`src/rtl/vga_mem_arbiter_if.sv`:
```
// Shared-RAM bus bundle between the VGA fetch path, the CPU data bus and the RAM.
// The slave modport is the arbiter's view; master is the environment's view.
interface vga_mem_arbiter_if #(
    parameter int AW = 12
);
    logic [AW-1:0] i_vga_addr;
    logic          i_vga_cs;
    logic          i_vga_access;
    logic [15:0]   o_vga_dat;
    logic [AW-1:0] i_cpu_addr;
    logic [15:0]   i_cpu_dat;
    logic          i_cpu_cs;
    logic          i_cpu_we;
    logic [15:0]   o_cpu_dat;
    logic          o_cpu_ack;
    logic [AW-1:0] o_mem_addr;
    logic [15:0]   o_mem_dat;
    logic          o_mem_cs;
    logic          o_mem_we;
    logic [15:0]   i_mem_dat;
    logic          o_err_protocol;
    logic          o_err_timeout;
    logic [7:0]    o_max_wait;

    modport slave (
        input  i_vga_addr, i_vga_cs, i_vga_access,
        input  i_cpu_addr, i_cpu_dat, i_cpu_cs, i_cpu_we,
        input  i_mem_dat,
        output o_vga_dat, o_cpu_dat, o_cpu_ack,
        output o_mem_addr, o_mem_dat, o_mem_cs, o_mem_we,
        output o_err_protocol, o_err_timeout, o_max_wait
    );

    modport master (
        output i_vga_addr, i_vga_cs, i_vga_access,
        output i_cpu_addr, i_cpu_dat, i_cpu_cs, i_cpu_we,
        output i_mem_dat,
        input  o_vga_dat, o_cpu_dat, o_cpu_ack,
        input  o_mem_addr, o_mem_dat, o_mem_cs, o_mem_we,
        input  o_err_protocol, o_err_timeout, o_max_wait
    );
endinterface

```
`src/rtl/vga_mem_arbiter.sv`:
```
// Single-port RAM arbiter: VGA reads have fixed priority and one-cycle timing,
// the CPU fills the spare cycles through a cs/ack handshake.
module vga_mem_arbiter #(
    parameter int          AW       = 12,
    parameter logic [7:0]  MAX_WAIT = 8'd32
) (
    input  logic            i_clk,
    input  logic            i_reset_n,
    vga_mem_arbiter_if.slave bus
);
    typedef enum logic [1:0] {IDLE, CAPTURE, ACK} state_t;

    state_t     state, state_nxt;
    logic       grant;
    logic       we_q;
    logic       access_d;
    logic [7:0] wait_cnt;

    // CPU only gets the port when VGA neither uses it now nor announced it for next cycle.
    assign grant = (state == IDLE) & bus.i_cpu_cs & ~bus.i_vga_cs & ~bus.i_vga_access;

    assign bus.o_vga_dat = bus.i_mem_dat;
    assign bus.o_cpu_ack = (state == ACK);

    always_ff @(posedge i_clk or negedge i_reset_n) begin
        if (!i_reset_n) state <= IDLE;
        else            state <= state_nxt;
    end

    always_comb begin
        state_nxt = state;
        case (state)
            IDLE:    if (grant) state_nxt = CAPTURE;
            CAPTURE: state_nxt = ACK;
            ACK:     state_nxt = IDLE;
            default: state_nxt = IDLE;
        endcase
    end

    // RAM port mux; enables are forced off while reset is held.
    always_comb begin
        bus.o_mem_addr = bus.i_vga_addr;
        bus.o_mem_dat  = bus.i_cpu_dat;
        bus.o_mem_cs   = 1'b0;
        bus.o_mem_we   = 1'b0;
        if (bus.i_vga_cs) begin
            bus.o_mem_cs = 1'b1;
        end else if (grant) begin
            bus.o_mem_addr = bus.i_cpu_addr;
            bus.o_mem_cs   = 1'b1;
            bus.o_mem_we   = bus.i_cpu_we;
        end
        if (!i_reset_n) begin
            bus.o_mem_cs = 1'b0;
            bus.o_mem_we = 1'b0;
        end
    end

    always_ff @(posedge i_clk or negedge i_reset_n) begin
        if (!i_reset_n) begin
            bus.o_cpu_dat <= '0;
            we_q          <= 1'b0;
        end else begin
            if (grant) we_q <= bus.i_cpu_we;
            if (state == CAPTURE && !we_q) bus.o_cpu_dat <= bus.i_mem_dat;
        end
    end

    // Starvation monitor: counter only advances while a request is blocked in IDLE.
    always_ff @(posedge i_clk or negedge i_reset_n) begin
        if (!i_reset_n) begin
            wait_cnt          <= '0;
            bus.o_max_wait    <= '0;
            bus.o_err_timeout <= 1'b0;
        end else begin
            if (grant || !bus.i_cpu_cs)                      wait_cnt <= '0;
            else if (state == IDLE && wait_cnt != 8'hFF)    wait_cnt <= wait_cnt + 8'd1;
            if (wait_cnt > bus.o_max_wait) bus.o_max_wait <= wait_cnt;
            if (wait_cnt == MAX_WAIT)      bus.o_err_timeout <= 1'b1;
        end
    end

    always_ff @(posedge i_clk or negedge i_reset_n) begin
        if (!i_reset_n) begin
            access_d           <= 1'b0;
            bus.o_err_protocol <= 1'b0;
        end else begin
            access_d <= bus.i_vga_access;
            if (bus.i_vga_cs && !access_d) bus.o_err_protocol <= 1'b1;
        end
    end
endmodule

```
`src/flat_wrapper.sv`:
```
// flat-port wrapper written by rule: the top's interface ports become plain ports
module vga_mem_arbiter_flat 
#(
    parameter int          AW       = 12,
    parameter logic [7:0]  MAX_WAIT = 8'd32
)
  (i_clk, i_reset_n, bus_i_vga_addr, bus_i_vga_cs, bus_i_vga_access, bus_i_cpu_addr, bus_i_cpu_dat, bus_i_cpu_cs, bus_i_cpu_we, bus_i_mem_dat, bus_o_vga_dat, bus_o_cpu_dat, bus_o_cpu_ack, bus_o_mem_addr, bus_o_mem_dat, bus_o_mem_cs, bus_o_mem_we, bus_o_err_protocol, bus_o_err_timeout, bus_o_max_wait);
  vga_mem_arbiter_if #(.AW(AW)) bus_i ();
  input  logic i_clk;
  input  logic i_reset_n;
  input wire logic [$bits(bus_i.i_vga_addr)-1:0] bus_i_vga_addr;
  input wire logic [$bits(bus_i.i_vga_cs)-1:0] bus_i_vga_cs;
  input wire logic [$bits(bus_i.i_vga_access)-1:0] bus_i_vga_access;
  input wire logic [$bits(bus_i.i_cpu_addr)-1:0] bus_i_cpu_addr;
  input wire logic [$bits(bus_i.i_cpu_dat)-1:0] bus_i_cpu_dat;
  input wire logic [$bits(bus_i.i_cpu_cs)-1:0] bus_i_cpu_cs;
  input wire logic [$bits(bus_i.i_cpu_we)-1:0] bus_i_cpu_we;
  input wire logic [$bits(bus_i.i_mem_dat)-1:0] bus_i_mem_dat;
  output wire logic [$bits(bus_i.o_vga_dat)-1:0] bus_o_vga_dat;
  output wire logic [$bits(bus_i.o_cpu_dat)-1:0] bus_o_cpu_dat;
  output wire logic [$bits(bus_i.o_cpu_ack)-1:0] bus_o_cpu_ack;
  output wire logic [$bits(bus_i.o_mem_addr)-1:0] bus_o_mem_addr;
  output wire logic [$bits(bus_i.o_mem_dat)-1:0] bus_o_mem_dat;
  output wire logic [$bits(bus_i.o_mem_cs)-1:0] bus_o_mem_cs;
  output wire logic [$bits(bus_i.o_mem_we)-1:0] bus_o_mem_we;
  output wire logic [$bits(bus_i.o_err_protocol)-1:0] bus_o_err_protocol;
  output wire logic [$bits(bus_i.o_err_timeout)-1:0] bus_o_err_timeout;
  output wire logic [$bits(bus_i.o_max_wait)-1:0] bus_o_max_wait;
  assign bus_i.i_vga_addr = bus_i_vga_addr;
  assign bus_i.i_vga_cs = bus_i_vga_cs;
  assign bus_i.i_vga_access = bus_i_vga_access;
  assign bus_i.i_cpu_addr = bus_i_cpu_addr;
  assign bus_i.i_cpu_dat = bus_i_cpu_dat;
  assign bus_i.i_cpu_cs = bus_i_cpu_cs;
  assign bus_i.i_cpu_we = bus_i_cpu_we;
  assign bus_i.i_mem_dat = bus_i_mem_dat;
  assign bus_o_vga_dat = bus_i.o_vga_dat;
  assign bus_o_cpu_dat = bus_i.o_cpu_dat;
  assign bus_o_cpu_ack = bus_i.o_cpu_ack;
  assign bus_o_mem_addr = bus_i.o_mem_addr;
  assign bus_o_mem_dat = bus_i.o_mem_dat;
  assign bus_o_mem_cs = bus_i.o_mem_cs;
  assign bus_o_mem_we = bus_i.o_mem_we;
  assign bus_o_err_protocol = bus_i.o_err_protocol;
  assign bus_o_err_timeout = bus_i.o_err_timeout;
  assign bus_o_max_wait = bus_i.o_max_wait;
  vga_mem_arbiter #(.AW(AW), .MAX_WAIT(MAX_WAIT)) u_core (.i_clk(i_clk), .i_reset_n(i_reset_n), .bus(bus_i));
endmodule
```
`config.mk`:
```
export PLATFORM = sky130hd
export DESIGN_NAME = vga_mem_arbiter_flat
export DESIGN_NICKNAME = d
export VERILOG_FILES = /design/src/rtl/vga_mem_arbiter_if.sv /design/src/rtl/vga_mem_arbiter.sv /design/src/flat_wrapper.sv
export SDC_FILE = /design/constraint.sdc
export NUM_CORES = 1
export LEC_CHECK = 0
export ABC_AREA = 1
export CAP_MARGIN = 20
export CELL_PAD_IN_SITES_DETAIL_PLACEMENT = 2
export CELL_PAD_IN_SITES_GLOBAL_PLACEMENT = 2
export CORE_MARGIN = 5
export CORE_UTILIZATION = 20
export DETAILED_ROUTE_END_ITERATION = 8
export PLACE_DENSITY = 0.82
export RECOVER_POWER = 25
export SYNTH_ARGS = -nofsm -noshare
export SYNTH_HDL_FRONTEND = slang
export SYNTH_SLANG_ARGS = --single-unit
```
`constraint.sdc`:
```
create_clock -name i_clk -period 1.9 [get_ports i_clk]
set_input_delay 0.19 -clock i_clk [delete_from_list [all_inputs] [get_ports i_clk]]
set_output_delay 0.19 -clock i_clk [all_outputs]
set_load 0.03 [all_outputs]
```
==> impl_results.md <==
* Core Area at 11400 um2
* Total CTS buffers at 5
* Antenna Nets Post-Route at 0
* Place WS at 99.7 ps
* Number of cells on the worst reg-to-reg path at 8
* Crit-path slowest cell: dfrtp_2
* CP max stage delay at 450 ps
* Post-route design area at 3530 um2
* Min Tclk post-route at 1810 ps
* Slew Viols, Final at 0
* Total vias in the final route at 2038
* Top delay family on crit path: flip-flops
* Clk slew on worst S/H paths at 60 ps
* GPL Wtd Cong at 0.732
* Largest net degree at the start of global routing at 39
* Worst-skew pair later-pin latency at 280 ps
* Clock Root Buffer: clkbuf_16
* PwrDens at 1030 nW/um2
* Ratio of cells with drive above 1 in the final layout at 20.5%
* Lkg Pwr at 1.72 nW
* Sink Count at 38
* Crit path from: u_core.state[0]
* Status: completed
* Vias in the first global route at 2362
* Most frequent cells in the layout: nand2_1, clkdlybuf4s50_1, dfrtp_1
* Final setup viols at 0
* Final Worst Setup Slack at 87.6 ps
* Antenna Cells at 0
* Yosys cell types at 27
* Initial DRC Count at 42
* FMAX at 552 MHz
* First-pass GRT wire length at 12100 um
* Post-synth EDFFs at 0
* Buffers added on ports at 102
* Rows at 39
* Clk buf depth at 2
* TNS Setup at 0 ps
* Final nets at 423
* CP Depth at 5
* Relative slew slack at 31.7%
* Register area share after synthesis at 41.3%
* Critical path type: register to primary output
* Critical Path RT at 1710 ps
* Ys async rst share at 100%
* Starting Density at 20.3%
* Crit path capture type: primary output
* Vias per cell at 4.12
* Initial antenna violation count at 0
* Die Area at 13800 um2
* Worst Hold Class: input pin to asynchronous set/reset pin
* Layout overhead on the synthesized area at 53.0%
* DRC violations left at 0
* Placed instance area at 3270 um2
* Wire per inst at 14.9 um
* Grt ovf at 0
* FF-to-FF Start: u_core.bus.o_max_wait[7]
* Hold Violations, Final at 0
* Worst VDD drop at 0.502 mV
* Worst-case register-to-register setup slack at 170 ps
* DP HPWL at 5780 um
* # Max-Cap Violations at 0
* WP buf/inv at 2
* Most common cell after layout, fill and taps aside: nand2_1
* GRT Util Overall at 10.7%
* DRT Wirelength at 7380 um
* CTS tree: built
* Die X at 117 um
* Syn. warnings at 0
* Mapped cell area at 2300 um2
* Post-synth top flop: dfrtp_1
* CTS H-Tree Depth at 2
* Worst-margin pin slew at 1020 ps
* CP Launch Type: register
* Critical path destination: bus_o_mem_cs
* Router iterations before antenna repair at 4
* Synth Register Bits at 38
* Num ports at 135
* Synthesized net count at 335
* Clk_skew at 6.60 ps
* Crit path cell chain: nor2_4 > nand4_4 > buf_6 > a21oi_1 > buf_4
* Cells after Synth at 263
* Total power at 3.63 mW
* Maximum fanout along the worst path at 8
* Utilization after layout at 31.0%
* Reg2reg end: u_core.bus.o_max_wait[0]
* Final cycle utilization of the critical path at 95.4%
* Die height at 117 um
* Avg Synthesized Cell Area at 8.76 um2
* Worst Path Arrival at 1620 ps
==> routing by layer <==
layer | up-vias | wire length [um] | GRT usage, %
met5 | - | 0 | 0
met4 | 0 | 95 | 3.34
met3 | 6 | 560 | 3.61
met2 | 77 | 3760 | 18.9
met1 | 989 | 2960 | 12.0
li1 | 966 | - | -
==> cells in the mapped netlist, types with 2 or more instances <==
| cell type | number | area (um2) |
|---|---|---|
| nor3_1 | 2 | 10.0 |
| nor2_2 | 2 | 12.5 |
| mux2_2 | 6 | 67.6 |
| dfrtp_1 | 38 | 951 |
| a21oi_1 | 4 | 20.0 |
| nand2_1 | 88 | 330 |
| xor2_1 | 4 | 35.0 |
| nor2_1 | 12 | 45.0 |
| buf_4 | 33 | 248 |
| inv_2 | 4 | 15.0 |
| mux2_4 | 10 | 150 |
| inv_1 | 21 | 78.8 |
| nand3_1 | 11 | 55.1 |
| nand2_4 | 2 | 22.5 |
| nand4_2 | 2 | 25.0 |
| ha_1 | 10 | 125 |
| nand2_2 | 4 | 25.0 |
==> per-stage QoR <==
| stage | instances | hold WS (ps) |
|---|---|---|
| CTS | 491 | 73.0 |
| floorplan | 263 | -106 |
| global placement | 482 | 364 |
| finish | 495 | 329 |
| detailed placement | 482 | 374 |
| global route | 495 | 380 |
==> cell type report <==
class,count,area (um2)
Inverter,26,108
Sequential cell,38,953
Multi-Input combinational cell,164,1000
Clock buffer,6,139
Tap cell,143,179
Clock inverter,2,60.1
Timing Repair Buffer,115,1080
Fill cell,1309,7840
Timing Repair inverter,1,6.26
==> logic make-up (layout without fill, tap and decap cells) <==
group                      Yosys count  count (layout)  share of synthesized area (%)
AOI/OAI and AO/OA                    7               7                           1.74
xor gates and xnor gates             4               4                           1.52
adders and majority gates           10              10                           5.43
buffers and inverters               61             150                           15.8
DFF                                 38              38                           41.3
muxes                               16              16                           9.45
and+or+nand+nor                    127             127                           24.8
==> where the power goes <==
| part | switching (mW) | internal, mW | total (mW) |
|---|---|---|---|
| Combinational | 0.820 | 0.625 | 1.45 |
| Sequential | 0.0953 | 0.970 | 1.07 |
| Clock | 0.330 | 0.788 | 1.12 |
==> timing repair <==
| item | 4_1_cts | 5_1_grt |
|---|---|---|
| buffers inserted | 1 | 3 |
| gates cloned | 0 | 1 |
| setup endpoints to repair | 13 | 11 |
| hold buffers | 0 | 0 |
| gates resized for setup | 4 | 5 |
| pin swaps | 1 | 2 |
==> state kept, by name (all words and copies together), names as in the netlist <==
name and cells:
u_core.bus.o_cpu_dat 16, u_core.bus.o_err_protocol 1, u_core.access_d 1, u_core.wait_cnt 8
u_core.we_q 1, u_core.state 2, u_core.bus.o_err_timeout 1, u_core.bus.o_max_wait 8
==> worst min path at each step <==
stage	startpoint	endpoint	slack (ps)	cells past startpoint
after floorplan	i_reset_n	u_core.access_d	-110	0
after global placement	i_reset_n	u_core.bus.o_max_wait[1]	360	2
after detailed placement	i_reset_n	u_core.bus.o_max_wait[0]	370	2
after CTS	i_reset_n	u_core.bus.o_max_wait[6]	70	2
after global routing	bus_i_cpu_dat[14]	bus_o_mem_dat[14]	380	0
final	i_reset_n	u_core.bus.o_max_wait[0]	330	2
No activity file was read; power rests on OpenSTA's default activity.
